File: src/rtl/cmd_pkg.sv
// Shared types and constants for the command frame parser.
package cmd_pkg;

    typedef enum logic [2:0] {
        HUNT,
        CMD,
        ADDR,
        DATA,
        CSUM,
        EMIT
    } parser_state_t;

    localparam logic [1:0] CMD_READ  = 2'd0;
    localparam logic [1:0] CMD_WRITE = 2'd1;

    localparam logic [7:0] DEFAULT_SYNC_BYTE = 8'hA5;

endpackage

File: src/rtl/frame_timer.sv
// Inter-byte idle timer: counts idle cycles while a frame is open and
// flags when the allowed gap has been used up.
module frame_timer #(
    parameter int TIMEOUT_CYCLES = 1000
) (
    input  logic clk,
    input  logic rst_n,
    input  logic clear,
    input  logic run,
    output logic expired
);

    localparam int CW = (TIMEOUT_CYCLES > 2) ? $clog2(TIMEOUT_CYCLES) : 1;
    localparam logic [CW-1:0] LAST = CW'(TIMEOUT_CYCLES - 1);

    logic [CW-1:0] count;

    // Restart on every consumed byte or outside a frame, otherwise count up to the limit.
    always_ff @(posedge clk or negedge rst_n) begin
        if (!rst_n) begin
            count <= '0;
        end else if (clear) begin
            count <= '0;
        end else if (run && (count != LAST)) begin
            count <= count + CW'(1);
        end
    end

    assign expired = run && (count == LAST);

endmodule

File: src/rtl/cmd_frame_parser.sv
// Parses SYNC/CMD/ADDR/DATA/CSUM byte frames from a byte FIFO and writes
// decoded commands into a command FIFO, flagging framing errors.
module cmd_frame_parser
    import cmd_pkg::*;
#(
    parameter int          ADDR_BYTES     = 2,
    parameter int          DATA_BYTES     = 4,
    parameter logic [7:0]  SYNC_BYTE      = DEFAULT_SYNC_BYTE,
    parameter int          TIMEOUT_CYCLES = 1000
) (
    input  logic                    clk,
    input  logic                    rst_n,
    input  logic                    byte_fifo_valid,
    input  logic [7:0]              byte_fifo_data,
    output logic                    byte_fifo_rd_en,
    input  logic                    cmd_fifo_full,
    output logic                    cmd_fifo_wr_en,
    output logic [1:0]              cmd_type,
    output logic [8*ADDR_BYTES-1:0] cmd_addr,
    output logic [8*DATA_BYTES-1:0] cmd_data,
    output logic                    err_checksum,
    output logic                    err_timeout,
    output logic                    err_bad_cmd
);

    parser_state_t state;
    parser_state_t next_state;

    logic [1:0] byte_cnt;
    logic [7:0] csum;
    logic       consume;
    logic       in_frame;
    logic       timer_expired;
    logic       addr_last;
    logic       data_last;
    logic       next_err_checksum;
    logic       next_err_timeout;
    logic       next_err_bad_cmd;

    logic [8*ADDR_BYTES-1:0] addr_shifted;
    logic [8*DATA_BYTES-1:0] data_shifted;

    // The FIFO is never popped while a finished command waits for space, nor in reset.
    assign byte_fifo_rd_en = rst_n && byte_fifo_valid && (state != EMIT);
    assign consume         = byte_fifo_rd_en;
    assign cmd_fifo_wr_en  = (state == EMIT) && !cmd_fifo_full;

    assign in_frame  = (state == CMD) || (state == ADDR) || (state == DATA) || (state == CSUM);
    assign addr_last = (byte_cnt == 2'(ADDR_BYTES - 1));
    assign data_last = (byte_cnt == 2'(DATA_BYTES - 1));

    frame_timer #(
        .TIMEOUT_CYCLES(TIMEOUT_CYCLES)
    ) u_timer (
        .clk    (clk),
        .rst_n  (rst_n),
        .clear  (consume || !in_frame),
        .run    (in_frame),
        .expired(timer_expired)
    );

    // Field registers shift left one byte, new byte enters at the bottom (MSB-first on the wire).
    always_comb begin
        addr_shifted       = cmd_addr << 8;
        addr_shifted[7:0]  = byte_fifo_data;
        data_shifted       = cmd_data << 8;
        data_shifted[7:0]  = byte_fifo_data;
    end

    // State register.
    always_ff @(posedge clk or negedge rst_n) begin
        if (!rst_n) begin
            state <= HUNT;
        end else begin
            state <= next_state;
        end
    end

    // Next-state and error decisions; a consumed byte always takes priority over a timeout.
    always_comb begin
        next_state        = state;
        next_err_checksum = 1'b0;
        next_err_timeout  = 1'b0;
        next_err_bad_cmd  = 1'b0;
        unique case (state)
            HUNT: begin
                if (consume && (byte_fifo_data == SYNC_BYTE)) begin
                    next_state = CMD;
                end
            end
            CMD: begin
                if (consume) begin
                    if (byte_fifo_data[7:2] != 6'd0) begin
                        next_state       = HUNT;
                        next_err_bad_cmd = 1'b1;
                    end else begin
                        next_state = ADDR;
                    end
                end else if (timer_expired) begin
                    next_state       = HUNT;
                    next_err_timeout = 1'b1;
                end
            end
            ADDR: begin
                if (consume) begin
                    if (addr_last) begin
                        next_state = DATA;
                    end
                end else if (timer_expired) begin
                    next_state       = HUNT;
                    next_err_timeout = 1'b1;
                end
            end
            DATA: begin
                if (consume) begin
                    if (data_last) begin
                        next_state = CSUM;
                    end
                end else if (timer_expired) begin
                    next_state       = HUNT;
                    next_err_timeout = 1'b1;
                end
            end
            CSUM: begin
                if (consume) begin
                    if (byte_fifo_data == csum) begin
                        next_state = EMIT;
                    end else begin
                        next_state        = HUNT;
                        next_err_checksum = 1'b1;
                    end
                end else if (timer_expired) begin
                    next_state       = HUNT;
                    next_err_timeout = 1'b1;
                end
            end
            EMIT: begin
                if (!cmd_fifo_full) begin
                    next_state = HUNT;
                end
            end
            default: begin
                next_state = HUNT;
            end
        endcase
    end

    // Datapath: field capture, running XOR, byte counter and registered error pulses.
    always_ff @(posedge clk or negedge rst_n) begin
        if (!rst_n) begin
            byte_cnt     <= 2'd0;
            csum         <= 8'd0;
            cmd_type     <= 2'd0;
            cmd_addr     <= '0;
            cmd_data     <= '0;
            err_checksum <= 1'b0;
            err_timeout  <= 1'b0;
            err_bad_cmd  <= 1'b0;
        end else begin
            err_checksum <= next_err_checksum;
            err_timeout  <= next_err_timeout;
            err_bad_cmd  <= next_err_bad_cmd;
            if (consume) begin
                case (state)
                    CMD: begin
                        if (byte_fifo_data[7:2] == 6'd0) begin
                            cmd_type <= byte_fifo_data[1:0];
                            csum     <= byte_fifo_data;
                            byte_cnt <= 2'd0;
                        end
                    end
                    ADDR: begin
                        cmd_addr <= addr_shifted;
                        csum     <= csum ^ byte_fifo_data;
                        byte_cnt <= addr_last ? 2'd0 : byte_cnt + 2'd1;
                    end
                    DATA: begin
                        cmd_data <= data_shifted;
                        csum     <= csum ^ byte_fifo_data;
                        byte_cnt <= data_last ? 2'd0 : byte_cnt + 2'd1;
                    end
                    default: begin
                    end
                endcase
            end
        end
    end

endmodule

File: config.mk
export PLATFORM = sky130hd
export DESIGN_NAME = cmd_frame_parser
export DESIGN_NICKNAME = d
export VERILOG_FILES = /design/src/rtl/cmd_pkg.sv /design/src/rtl/frame_timer.sv /design/src/rtl/cmd_frame_parser.sv
export SDC_FILE = /design/constraint.sdc
export NUM_CORES = 1
export LEC_CHECK = 0
export CORE_MARGIN = 5
export CORE_UTILIZATION = 45
export CTS_CLUSTER_DIAMETER = 40
export DETAILED_ROUTE_END_ITERATION = 10
export PLACE_DENSITY = 0.72
export SKIP_LAST_GASP = 1
export SLEW_MARGIN = 20
export SYNTH_ARGS = -nofsm -noshare
export SYNTH_HDL_FRONTEND = slang
export SYNTH_SLANG_ARGS = --single-unit
File: constraint.sdc
create_clock -name clk -period 4.8 [get_ports clk]
set_clock_uncertainty 0.05 [all_clocks]
set_input_delay 0.48 -clock clk [delete_from_list [all_inputs] [get_ports clk]]
set_output_delay 0.48 -clock clk [all_outputs]
set_load 0.05 [all_outputs]
==> key figures <==
Status
  • Status: completed

Critical path
  • CP cell instances: dlygate4sd3_1 -> buf_4 -> and2_1 -> o21ai_1 -> inv_1 -> clkdlybuf4s50_1
  • Crit path arrival time: 2.74 ns
  • Buffers & Inverters on Critical Path: 4
  • Critical path class: in2out
  • Largest stage delay, worst path: 0.79 ns
  • CP Capture Type: output port
  • Slowest-stage cell, CP: clkdlybuf4s50_1
  • Crit-path leading delay family: buffers and inverters
  • CP required: 4.27 ns
  • Crit path launch type: input port
  • Crit-path max FO: 24

Synth
  • Mapped Area: 0.003527 mm²
  • Synth area leaders: dfrtp_1, mux2_1, xor2_1
  • Unique masters post-synth: 50
  • Synth warnings: 0
  • Post-Syn Instances: 285
  • Synthesized flop and latch total: 76
  • Sequential area share after synthesis: 53.92%
  • Post-synth top area share: 53.92%
  • Syn avg cell area: 12.38 µm²
  • Syn nets: 301
  • Cell accounting for the most synthesized area: dfrtp_1

Final layout
  • Multi-input gate area: 0.001509 mm²
  • # fillers: 666
  • Nets: 366
  • Antenna cells: 0
  • Synthesis-to-finish area growth: 25.75%
  • Register area: 0.001902 mm²
  • Layout cells sized above 1: 12.99%

Floorplan
  • Die H: 98.53 µm
  • Core box area: 0.007687 mm²
  • Die width: 98.53 µm
  • Die footprint: 0.009708 mm²
  • Number of cell rows: 32
  • I/O pin cnt: 67
  • Initial Util: 45.88%

Drt
  • DR DRC count: 0
  • Met2 Wirelength: 3327 µm
  • Metal-1 WL: 3272 µm
  • DRT Pass-1 Iters: 4
  • DRT antenna net count: 0
  • Total Wirelength: 6934 µm
  • DR top layer: met4
  • Mean routed wirelength per cell: 15.21 µm
  • Met3 wire len: 226 µm
  • Drt via density: 5.173
  • DRT iter0 DRCs: 50
  • Via count: 2359

Placed design
  • Final HPWL DP: 4829 µm
  • # port buffers: 66
  • RD Place Congestion: 0.8654

Timing
  • Max Slew Vio Count: 0
  • Setup TNS: 0 ns
  • # setup viols final: 0
  • Final hold vios: 0
  • Rel. slew slack: 42.15%
  • RSZ-0062 raised after global routing: false
  • Max frequency: 0.3061 GHz
  • Worst slew pin tran: 0.8649 ns
  • Final worst path period share: 68.06%
  • Worst hold slack: 0.4394 ns
  • Final Critical Period: 3.267 ns

Clock tree
  • Root buffer cell: clkbuf_8
  • CTS tree: done
  • Total CTS buffers: 9
  • Clock sinks: 76
  • Clock-pin slew on the worst setup and hold paths: 0.08 ns
  • H-Tree Depth: 3
  • Clk buf depth: 2
  • CTS resizes: 0
  • Clk_lat worst skew: 0.34 ns

Global route
  • Gr ovfl total: 0
  • First-pass GRT wire length: 11960 µm
  • Gr usage total: 15.18%
  • Initial antenna violation count: 0
  • Largest net degree at the start of global routing: 56
  • Vias in the first global route: 2439

Power and ir drop
  • Peak VDD IR: 0.0004432 V
  • Pwr/cell area: 685.2 mW/mm²
  • Leak: 1.962 nW

Hold path
  • Min-Delay Path Class: reg2reg

Job
  • Max Cap Violations: 0
logic make-up (layout without fill, tap and decap cells):
kind of cell | Yosys count | in the layout | synth area share [%]
adder cells (fa/ha/maj) | 4 | 4 | 1.419
XOR/XNOR | 16 | 16 | 3.973
buffers and inverters | 21 | 90 | 3.299
flip-flops | 76 | 76 | 53.92
AO/OA/AOI/OAI | 37 | 37 | 6.953
AND/OR/NAND/NOR | 70 | 70 | 11.25
multiplexers | 61 | 61 | 19.19
final cells by class:
class / count / area share [%]
sequential: 76 / 42.88
multi-input combinational: 188 / 34.02
timing repair buffer: 70 / 15.57
tap: 102 / 2.877
clock buffer: 9 / 2.793
clock inverter: 6 / 1.439
inverter: 5 / 0.4231
metrics by stage:
stage / setup WS, ns / instances / area (µm²) / util, % / total power, mW
floorplan: 2.607 / 285 / 3527 / - / 2.098
global placement: 1.976 / 440 / 4238 / 55.13 / 2.560
detailed placement: 1.947 / 440 / 4238 / 55.13 / 2.591
CTS: 1.501 / 456 / 4436 / 57.70 / 3.073
global route: 1.371 / 456 / 4436 / 57.70 / 3.209
finish: 1.533 / 456 / 4436 / 57.70 / 3.039
registers in the layout, summed over array words and instances (netlist names):
| register | cells |
|---|---|
| err_checksum | 1 |
| u_timer.count | 10 |
| byte_cnt | 2 |
| state | 3 |
| cmd_data | 32 |
| err_timeout | 1 |
| cmd_addr | 16 |
| csum | 8 |
| err_bad_cmd | 1 |
| cmd_type | 2 |
synthesized netlist by cell type, drive strengths merged:
master	count
a21oi	23
nor2	13
or3	1
a41oi	1
nand3	8
nand4	4
nand4b	1
buf	15
nor3	5
a31oi	2
o211ai	2
dfrtp	76
nor2b	3
and3	1
ha	4
mux2	50
a21o	1
nor3b	1
nand2b	2
and2	3
and4b	1
or2	2
and4bb	1
mux2i	11
xor2	13
a211oi	1
nand2	20
inv	5
nand3b	1
o21ai	4
a32o	1
o21bai	1
nor4	3
clkbuf	1
a22oi	1
xnor2	3
worst reg2reg max path, stage by stage (launching register included):
cell and delay, ns:
dfrtp_1 0.68, a31oi_1 0.23, nor3_4 0.71, a21oi_1 0.20, a21oi_2 0.15
per-layer routing:
layer  GRT usage [%]  up-vias
li1                -     1128
met1           20.46     1168
met2           24.18       53
met3           2.831       10
met4           6.303        0
met5               0        -
repair_timing:
action                    CTS  global route
hold endpoints to repair   21             0
buffers inserted            0             0
hold buffers                1             0
cells in the final DEF (no fill, tap or decap), drive strengths merged, types with 2 or more instances in the layout:
cell           instances
dfrtp                 76
clkdlybuf4s50         65
mux2                  50
a21oi                 23
nand2                 20
xor2                  13
nor2                  13
mux2i                 11
clkbuf                 9
nand3                  8
inv                    6
nor3                   5
ha                     4
buf                    4
nand4                  4
o21ai                  4
and2                   3
nor4                   3
nor2b                  3
xnor2                  3
nand2b                 2
a31oi                  2
o211ai                 2
clkinvlp               2
clkinv                 2
or2                    2
power breakdown:
part | leakage, nW | total (mW) | internal (mW) | switching (mW)
Combinational | 0.886 | 1.49 | 0.545 | 0.943
Clock | 0.0915 | 0.477 | 0.237 | 0.239
Sequential | 0.984 | 1.07 | 0.879 | 0.196
path summary, 6_finish.rpt:
path	from	end	slack, ns	cells past startpoint
max in group asynchronous	rst_n	cmd_data[24]	3.16	3
worst min-delay path	cmd_data[28]	cmd_data[28]	0.44	1
worst min register to register	cmd_data[28]	cmd_data[28]	0.44	1
worst max register to register	state[0]	csum[5]	2.71	4
min in group asynchronous	rst_n	cmd_addr[11]	0.52	2
worst max-delay path	rst_n	byte_fifo_rd_en	1.53	6
(Power assumes the default switching activity.)
